--- config.mk ---
export PLATFORM = sky130hd
export DESIGN_NAME = clk_period_meter_flat
export DESIGN_NICKNAME = d
export VERILOG_FILES = /design/src/rtl/clk_period_meter_if.sv /design/src/rtl/clk_period_meter.sv /design/src/flat_wrapper.sv
export SDC_FILE = /design/constraint.sdc
export NUM_CORES = 1
export LEC_CHECK = 0
export CORE_MARGIN = 2
export CORE_UTILIZATION = 50
export DETAILED_ROUTE_END_ITERATION = 12
export PLACE_DENSITY = 0.8
export SLEW_MARGIN = 20
export SYNTH_ARGS = -nofsm -noshare
export SYNTH_HDL_FRONTEND = slang
export SYNTH_SLANG_ARGS = --single-unit
--- constraint.sdc ---
create_clock -name clk_i -period 2.4 [get_ports clk_i]
set_input_delay 0.48 -clock clk_i [delete_from_list [all_inputs] [get_ports clk_i]]
set_output_delay 0.48 -clock clk_i [all_outputs]
set_load 0.05 [all_outputs]
--- src/rtl/clk_period_meter_if.sv ---
// Bundle for the period meter: the signal under measurement and the results.
// master = side that drives the signal and reads results; slave = the meter.
interface clk_period_meter_if #(
   parameter int CNT_W = 16
);
   logic             sig_i;
   logic [CNT_W-1:0] period_o;
   logic [CNT_W-1:0] high_o;
   logic             valid_o;
   logic             timeout_o;

   modport master (
      output sig_i,
      input  period_o,
      input  high_o,
      input  valid_o,
      input  timeout_o
   );

   modport slave (
      input  sig_i,
      output period_o,
      output high_o,
      output valid_o,
      output timeout_o
   );
endinterface

--- src/rtl/clk_period_meter.sv ---
// Measures period and high time of a slow, asynchronous square wave in
// clk_i cycles. Counters saturate; a stalled input raises timeout_o.
//
// state   | meaning
// --------+-----------------------------------------------
// ST_SYNC | no reference edge yet (after reset or timeout)
// ST_MEAS | counting between two rising edges
module clk_period_meter #(
   parameter int CNT_W = 16
) (
   input  logic               clk_i,
   input  logic               rst_i,
   clk_period_meter_if.slave  mon
);

   localparam logic [0:0]       ST_SYNC = 1'b0;
   localparam logic [0:0]       ST_MEAS = 1'b1;
   localparam logic [CNT_W-1:0] MAX     = '1;
   localparam logic [CNT_W-1:0] ONE     = CNT_W'(1);

   logic             s1_q, s2_q, s3_q;
   logic [0:0]       state_q, state_d;
   logic [CNT_W-1:0] pcnt_q, pcnt_d;
   logic [CNT_W-1:0] hcnt_q, hcnt_d;
   logic [CNT_W-1:0] period_q, period_d;
   logic [CNT_W-1:0] high_q, high_d;
   logic             valid_q, valid_d;
   logic             timeout_q, timeout_d;
   logic             rise;
   logic             hi;

   // Two-flop synchronizer followed by an edge-detect register
   always_ff @(posedge clk_i) begin
      if (rst_i) begin
         s1_q <= 1'b0;
         s2_q <= 1'b0;
         s3_q <= 1'b0;
      end else begin
         s1_q <= mon.sig_i;
         s2_q <= s1_q;
         s3_q <= s2_q;
      end
   end

   assign rise = s2_q & ~s3_q;
   assign hi   = s2_q;

   // Next-state logic: an edge beats a timeout in the same cycle, so a
   // period of exactly MAX still reports instead of timing out
   always_comb begin
      state_d   = state_q;
      pcnt_d    = pcnt_q;
      hcnt_d    = hcnt_q;
      period_d  = period_q;
      high_d    = high_q;
      valid_d   = 1'b0;
      timeout_d = timeout_q;
      if (rise) begin
         if (state_q == ST_MEAS) begin
            period_d = pcnt_q;
            high_d   = hcnt_q;
            valid_d  = 1'b1;
         end
         state_d   = ST_MEAS;
         pcnt_d    = ONE;
         hcnt_d    = ONE;
         timeout_d = 1'b0;
      end else if (pcnt_q == MAX) begin
         state_d   = ST_SYNC;
         timeout_d = 1'b1;
         period_d  = '0;
         high_d    = '0;
      end else begin
         pcnt_d = pcnt_q + ONE;
         if ((state_q == ST_MEAS) && hi && (hcnt_q != MAX)) begin
            hcnt_d = hcnt_q + ONE;
         end
      end
   end

   // State, counters and result registers
   always_ff @(posedge clk_i) begin
      if (rst_i) begin
         state_q   <= ST_SYNC;
         pcnt_q    <= '0;
         hcnt_q    <= '0;
         period_q  <= '0;
         high_q    <= '0;
         valid_q   <= 1'b0;
         timeout_q <= 1'b0;
      end else begin
         state_q   <= state_d;
         pcnt_q    <= pcnt_d;
         hcnt_q    <= hcnt_d;
         period_q  <= period_d;
         high_q    <= high_d;
         valid_q   <= valid_d;
         timeout_q <= timeout_d;
      end
   end

   assign mon.period_o  = period_q;
   assign mon.high_o    = high_q;
   assign mon.valid_o   = valid_q;
   assign mon.timeout_o = timeout_q;

endmodule

--- src/flat_wrapper.sv ---
// flat-port wrapper written by rule: the top's interface ports become plain ports
module clk_period_meter_flat 
#(
   parameter int CNT_W = 16
)
  (clk_i, rst_i, mon_sig_i, mon_period_o, mon_high_o, mon_valid_o, mon_timeout_o);
  clk_period_meter_if #(.CNT_W(CNT_W)) mon_i ();
  input  logic clk_i;
  input  logic rst_i;
  input wire logic [$bits(mon_i.sig_i)-1:0] mon_sig_i;
  output wire logic [$bits(mon_i.period_o)-1:0] mon_period_o;
  output wire logic [$bits(mon_i.high_o)-1:0] mon_high_o;
  output wire logic [$bits(mon_i.valid_o)-1:0] mon_valid_o;
  output wire logic [$bits(mon_i.timeout_o)-1:0] mon_timeout_o;
  assign mon_i.sig_i = mon_sig_i;
  assign mon_period_o = mon_i.period_o;
  assign mon_high_o = mon_i.high_o;
  assign mon_valid_o = mon_i.valid_o;
  assign mon_timeout_o = mon_i.timeout_o;
  clk_period_meter #(.CNT_W(CNT_W)) u_core (.clk_i(clk_i), .rst_i(rst_i), .mon(mon_i));
endmodule
# Word-level counts from Yosys, hierarchy flattened
# Cells that the tools add are included.
totals:
  regBits: 70
  input_bits: 3
  out_inout_bits: 34
  wordCells: 44
classes:
  addsub: 2
  n_eq_ne: 4
  mux: 13
  bitwise_logic: 4
  reduce_logical: 9
ops:
  columns: ["operator", "n"]
  rows:
  - ["16-bit 2-to-1 mux", 5]
  - ["16-bit by 1-bit adder with 16-bit output (second input constant)", 2]
  - ["16-bit == test (second input constant)", 1]
  - ["16-bit != test (second input constant)", 1]
  - ["1-bit 2-to-1 mux", 8]
  - ["2-bit AND reduction", 3]
  - ["2-bit by 1-bit != test with 1-bit output (second input constant)", 2]
  - ["2-bit nonzero test", 2]
  - ["2-bit OR reduction", 2]
  - ["1-bit inverter", 3]
  - ["1-bit logical AND", 2]
  - ["1-bit AND", 1]

# Longest topological paths before layout
depth:
  ltp_word: 5
  depth_mapped: 9
  depth_no_buf: 6

# Worst setup path after synthesis
# Ideal clock, no wire load.
synth_timing:
  path_type: "flip-flop to flip-flop"
  startpoint: "reg u_core.pcnt_q[0]"
  endpoint: "reg u_core.hcnt_q[14]"
  setup_ns: 0.069
  arrival_time_ns: 1.839
  required_time_ns: 2.331
  setup_slack_ns: 0.492
  stages_incl_launch_ff: 10
  n_path_buf: 3
  period_less_slack_ns: 1.908
  path_cell_list: "dfxtp_1 ha_1 nand3_1 or4_1 buf_2 nand4_2 buf_6 buf_12 o31ai_1 a21oi_2"
synth_between:
  elab_chain_len: 3
synth_rtl:
  columns: ["element", "line", "source"]
  rows:
  - ["from (decl)", "clk_period_meter.sv:23", "logic [CNT_W-1:0] pcnt_q, pcnt_d;"]
  - ["from (signal assigned)", "clk_period_meter.sv:93", "pcnt_q <= pcnt_d;"]
  - ["16-bit == test", "clk_period_meter.sv:68", "end else if (pcnt_q == MAX) begin"]
  - ["1-bit inverter (no source line)", null, null]
  - ["2-bit AND reduction (no source line)", null, null]
  - ["to (signal assigned)", "clk_period_meter.sv:94", "hcnt_q <= hcnt_d;"]
  - ["to (decl)", "clk_period_meter.sv:24", "logic [CNT_W-1:0] hcnt_q, hcnt_d;"]
# Every way passes these cells.
# A chain may end at the register's enable or synchronous reset.

# Worst setup path in the final report
layout_timing:
  startpoint: "reg u_core.hcnt_q[1]"
  endpoint: "reg u_core.hcnt_q[7]"
layout_between:
  elab_chain_len: 3
  word_cells_on_any_way: 4
  cone_classes: "1 x add/sub; 1 x eq/ne; 2 x reduce/logical"
layout_rtl:
  columns: ["element"]
  rows:
  - ["branches (longest 3 deep; another with 16-bit by 1-bit adder with 16-bit output)"]
# Several ways; the timed one is not identified.

==> run_results.csv <==
group,metric,value,unit
setup_path,cp-startpoint,"u_core.hcnt_q[1]",
floorplanning,chipWidth,78.4,um
placed_design,hpwlAfterDp,3.93,mm
timing,setup_viol_count_final,0,
detailed_routing,avgRoutedWirePerCell,14.5,um
cts,ctsResizeCount,0,
setup_path,worst-path-max-fanout,11,
cts,cts_tree,"done",
setup_path,cp_slowest_cell,"dfxtp_1",
setup_path,reg2reg_depth,7,
grt,grt_pass1_wl,9.83,mm
placed_design,place_area,0.00325,mm2
floorplanning,die_area,0.00614,mm2
floorplanning,initial_core_util,51.1,%
grt,gr-total-overflow,0,
detailed_routing,drt_iter0_drc,137,
floorplanning,ios,37,
synthesis,synth_top_area_share,50.7,%
setup_path,cp.arrival,2.51,ns
min_path,min_path_cells,1,
timing,fin_crit,2.23,ns
setup_path,critPathMaxStageDelay,0.36,ns
flow_run,maxCapViolations,0,
pwr,power_leakage,1.20,nW
synthesis,ys_seq_elements,70,
setup_path,path_cells,"ha_1, and4_1, nand4_1, nand4_2, buf_4, or3_1, a21oi_2",
cts,cts_buffers,9,
detailed_routing,via_per_inst,5.66,
timing,rsz0062_at_grt,"no",
synthesis,synth-seq-area-share,50.7,%
detailed_routing,wl_met3,270,um
setup_path,r2r_slack,0.17,ns
cts,clk_latency,0.34,ns
timing,maxSlewHeadroom,65.7,%
detailed_routing,drt_wl_total,5.72,mm
cts,hold_buffers,0,
pwr,total_power,2.06,mW
synthesis,async_reset_ff_share,0,%
floorplanning,fp.dieH,78.4,um
placed_design,port_buffers,36,
timing,fmax,449,MHz
final_layout,finalInstanceArea,0.00341,mm2
detailed_routing,wl_met1,2.90,mm
setup_path,setup.worst_path.start_class,"register",
cts,root_buffer,"clkbuf_8",
timing,setup_slack,0.172,ns
timing,slew_viol_final,0,
floorplanning,core,0.00541,mm2
final_layout,fillers,446,
final_layout,drive_gt1_share,13.9,%
final_layout,layout_commonest_cell,"dfxtp_1",
synthesis,yosys_warnings,0,
synthesis,synthCells,274,
setup_path,cp.required,2.68,ns
synthesis,synth_area_leaders,"dfxtp_1 51%, a22o_1 10%, and4_1 2.9%",
cts,postCtsSetupRepairBufs,0,
min_path,hold_end,"u_core.hi",
final_layout,syn2layout_area_growth,23.5,%
grt,grt_max_degree,20,
detailed_routing,ant_nets,0,
detailed_routing,route.detailed.drc,0,
final_layout,n_antenna_cell,0,
outcome,outcome,"complete, no violations",
pwr,ir_worst_vdd,0.000413,V
timing,final.setup.tns,0,ns
cts,clock_sinks,70,
detailed_routing,first_pass_iters,4,
setup_path,r2r_end,"u_core.hcnt_q[7]",
floorplanning,rows,27,
min_path,hp-start,"u_core.s1_q",
final_layout,multi_input_area,0.00130,mm2
detailed_routing,topRoutingLayerUsed,"met4",
synthesis,synth_top_cell_by_area,"dfxtp_1",
final_layout,final_cell_mix,"70 x dfxtp_1, 36 x clkdlybuf4s50_1, 32 x a22o_1",
synthesis,syn_avg_cell_area,10.1,um2
cts,cts.clk_slew.worst_paths,0.07,ns
final_layout,fin_nets,323,
setup_path,path_class,"register to register",
pwr,power_density,604,mW/mm2
synthesis,syn_nets,279,
synthesis,synth_edf_count,0,
synthesis,ys_types,43,
timing,clock_skew,0.00710,ns
timing,period_share,92.8,%
cts,h-tree-depth,3,
setup_path,worst_setup_path_end_kind,"register",
placed_design,preCtsSetupSlack,0.197,ns
detailed_routing,vias,2236,
synthesis,synth-main-ff-cell,"dfxtp_1",
synthesis,synth_area,0.00276,mm2
final_layout,seqCellArea,0.00140,mm2
grt,grt_pass1_vias,2031,
grt,antenna_found_initial,0,
setup_path,r2r-start,"u_core.hcnt_q[1]",
placed_design,gp_congestion,0.807,
timing,worst_pin_slew,0.513,ns
cts,clockBufferDepth,2,
grt,gr-usage-all-layers,20.5,%
timing,hold_viol,0,
min_path,worstHoldPathType,"register to register",
detailed_routing,wl_met2,2.44,mm
worst max-delay path by stage:
stage	to	slack (ns)	depth (start not counted)
floorplan	u_core.hcnt_q[14]	0.49	9
global placement	u_core.hcnt_q[7]	0.23	7
detailed placement	u_core.hcnt_q[11]	0.20	7
CTS	u_core.hcnt_q[7]	0.18	7
global route	u_core.hcnt_q[5]	0.02	7
finish	u_core.hcnt_q[7]	0.17	7
final cells by class:
class                   count  area share, %
clock inverters             4          0.660
well taps                  72           2.64
multi-input cells         189           38.0
inverters                   1          0.110
repair buffers             47           13.3
flip-flops and latches     70           41.0
clock buffers              12           4.25
stage by stage:
stage	utilization [%]	hold slack (ns)	instances
global route	63.2	0.467	395
finish	63.2	0.450	395
floorplan	-	0.414	274
global placement	60.1	0.421	379
CTS	63.2	0.454	395
detailed placement	60.1	0.434	379
metal layers:
layer | track usage, % | vias up
met5 | 0 | -
met4 | 11.1 | 0
met3 | 4.48 | 8
met2 | 28.3 | 54
met1 | 29.7 | 1052
li1 | - | 1122
state kept, by name, summed over array words and instances, names as in the netlist:
| name | count |
|---|---|
| u_core.pcnt_q | 16 |
| u_core.mon.period_o | 16 |
| u_core.mon.high_o | 16 |
| u_core.hcnt_q | 16 |
| u_core.mon.valid_o | 1 |
| u_core.s3_q | 1 |
| u_core.mon.timeout_o | 1 |
| u_core.hi | 1 |
| u_core.state_q | 1 |
| u_core.s1_q | 1 |
synth_stat cells (3+ instances only):
master / count
or4_1: 4
a21oi_2: 8
dfxtp_1: 70
buf_2: 5
a21oi_1: 9
xor2_1: 4
nand4_1: 12
and4_1: 9
or3_1: 10
o21ai_2: 5
a31oi_1: 3
nor2_1: 19
and3_1: 6
clkbuf_1: 6
a22o_1: 32
nand2_1: 16
nor2b_1: 4
nand3_1: 10
o21ai_0: 4
nor3_1: 5
xnor2_1: 4
nor4_1: 3
logic make-up (layout without fill, tap and decap cells):
kind of cell,count (synthesis),after routing,share of synthesized area [%]
AND/OR/NAND/NOR,107,107,22.1
AO/OA/AOI/OAI,72,72,20.6
flip-flops,70,70,50.7
buffers and inverters,15,64,3.12
XOR/XNOR,8,8,2.53
adder cells (fa/ha/maj),2,2,0.905
report_power, final:
part           switching [mW]  leakage, nW  internal (mW)  total (mW)
logic                  0.0432        0.549         0.0255      0.0687
clock network           0.418       0.0861          0.398       0.816
registers             0.00949        0.565           1.17        1.18
worst max-delay path: cells and delay by family (launching register included):
family	cells	cell delay, ns
fa+ha+maj	1	0.26
flops	1	0.36
simple gates	4	1.12
buf+inv	1	0.29
compound gates	1	0.13
Power figures use the tool's default switching activity.
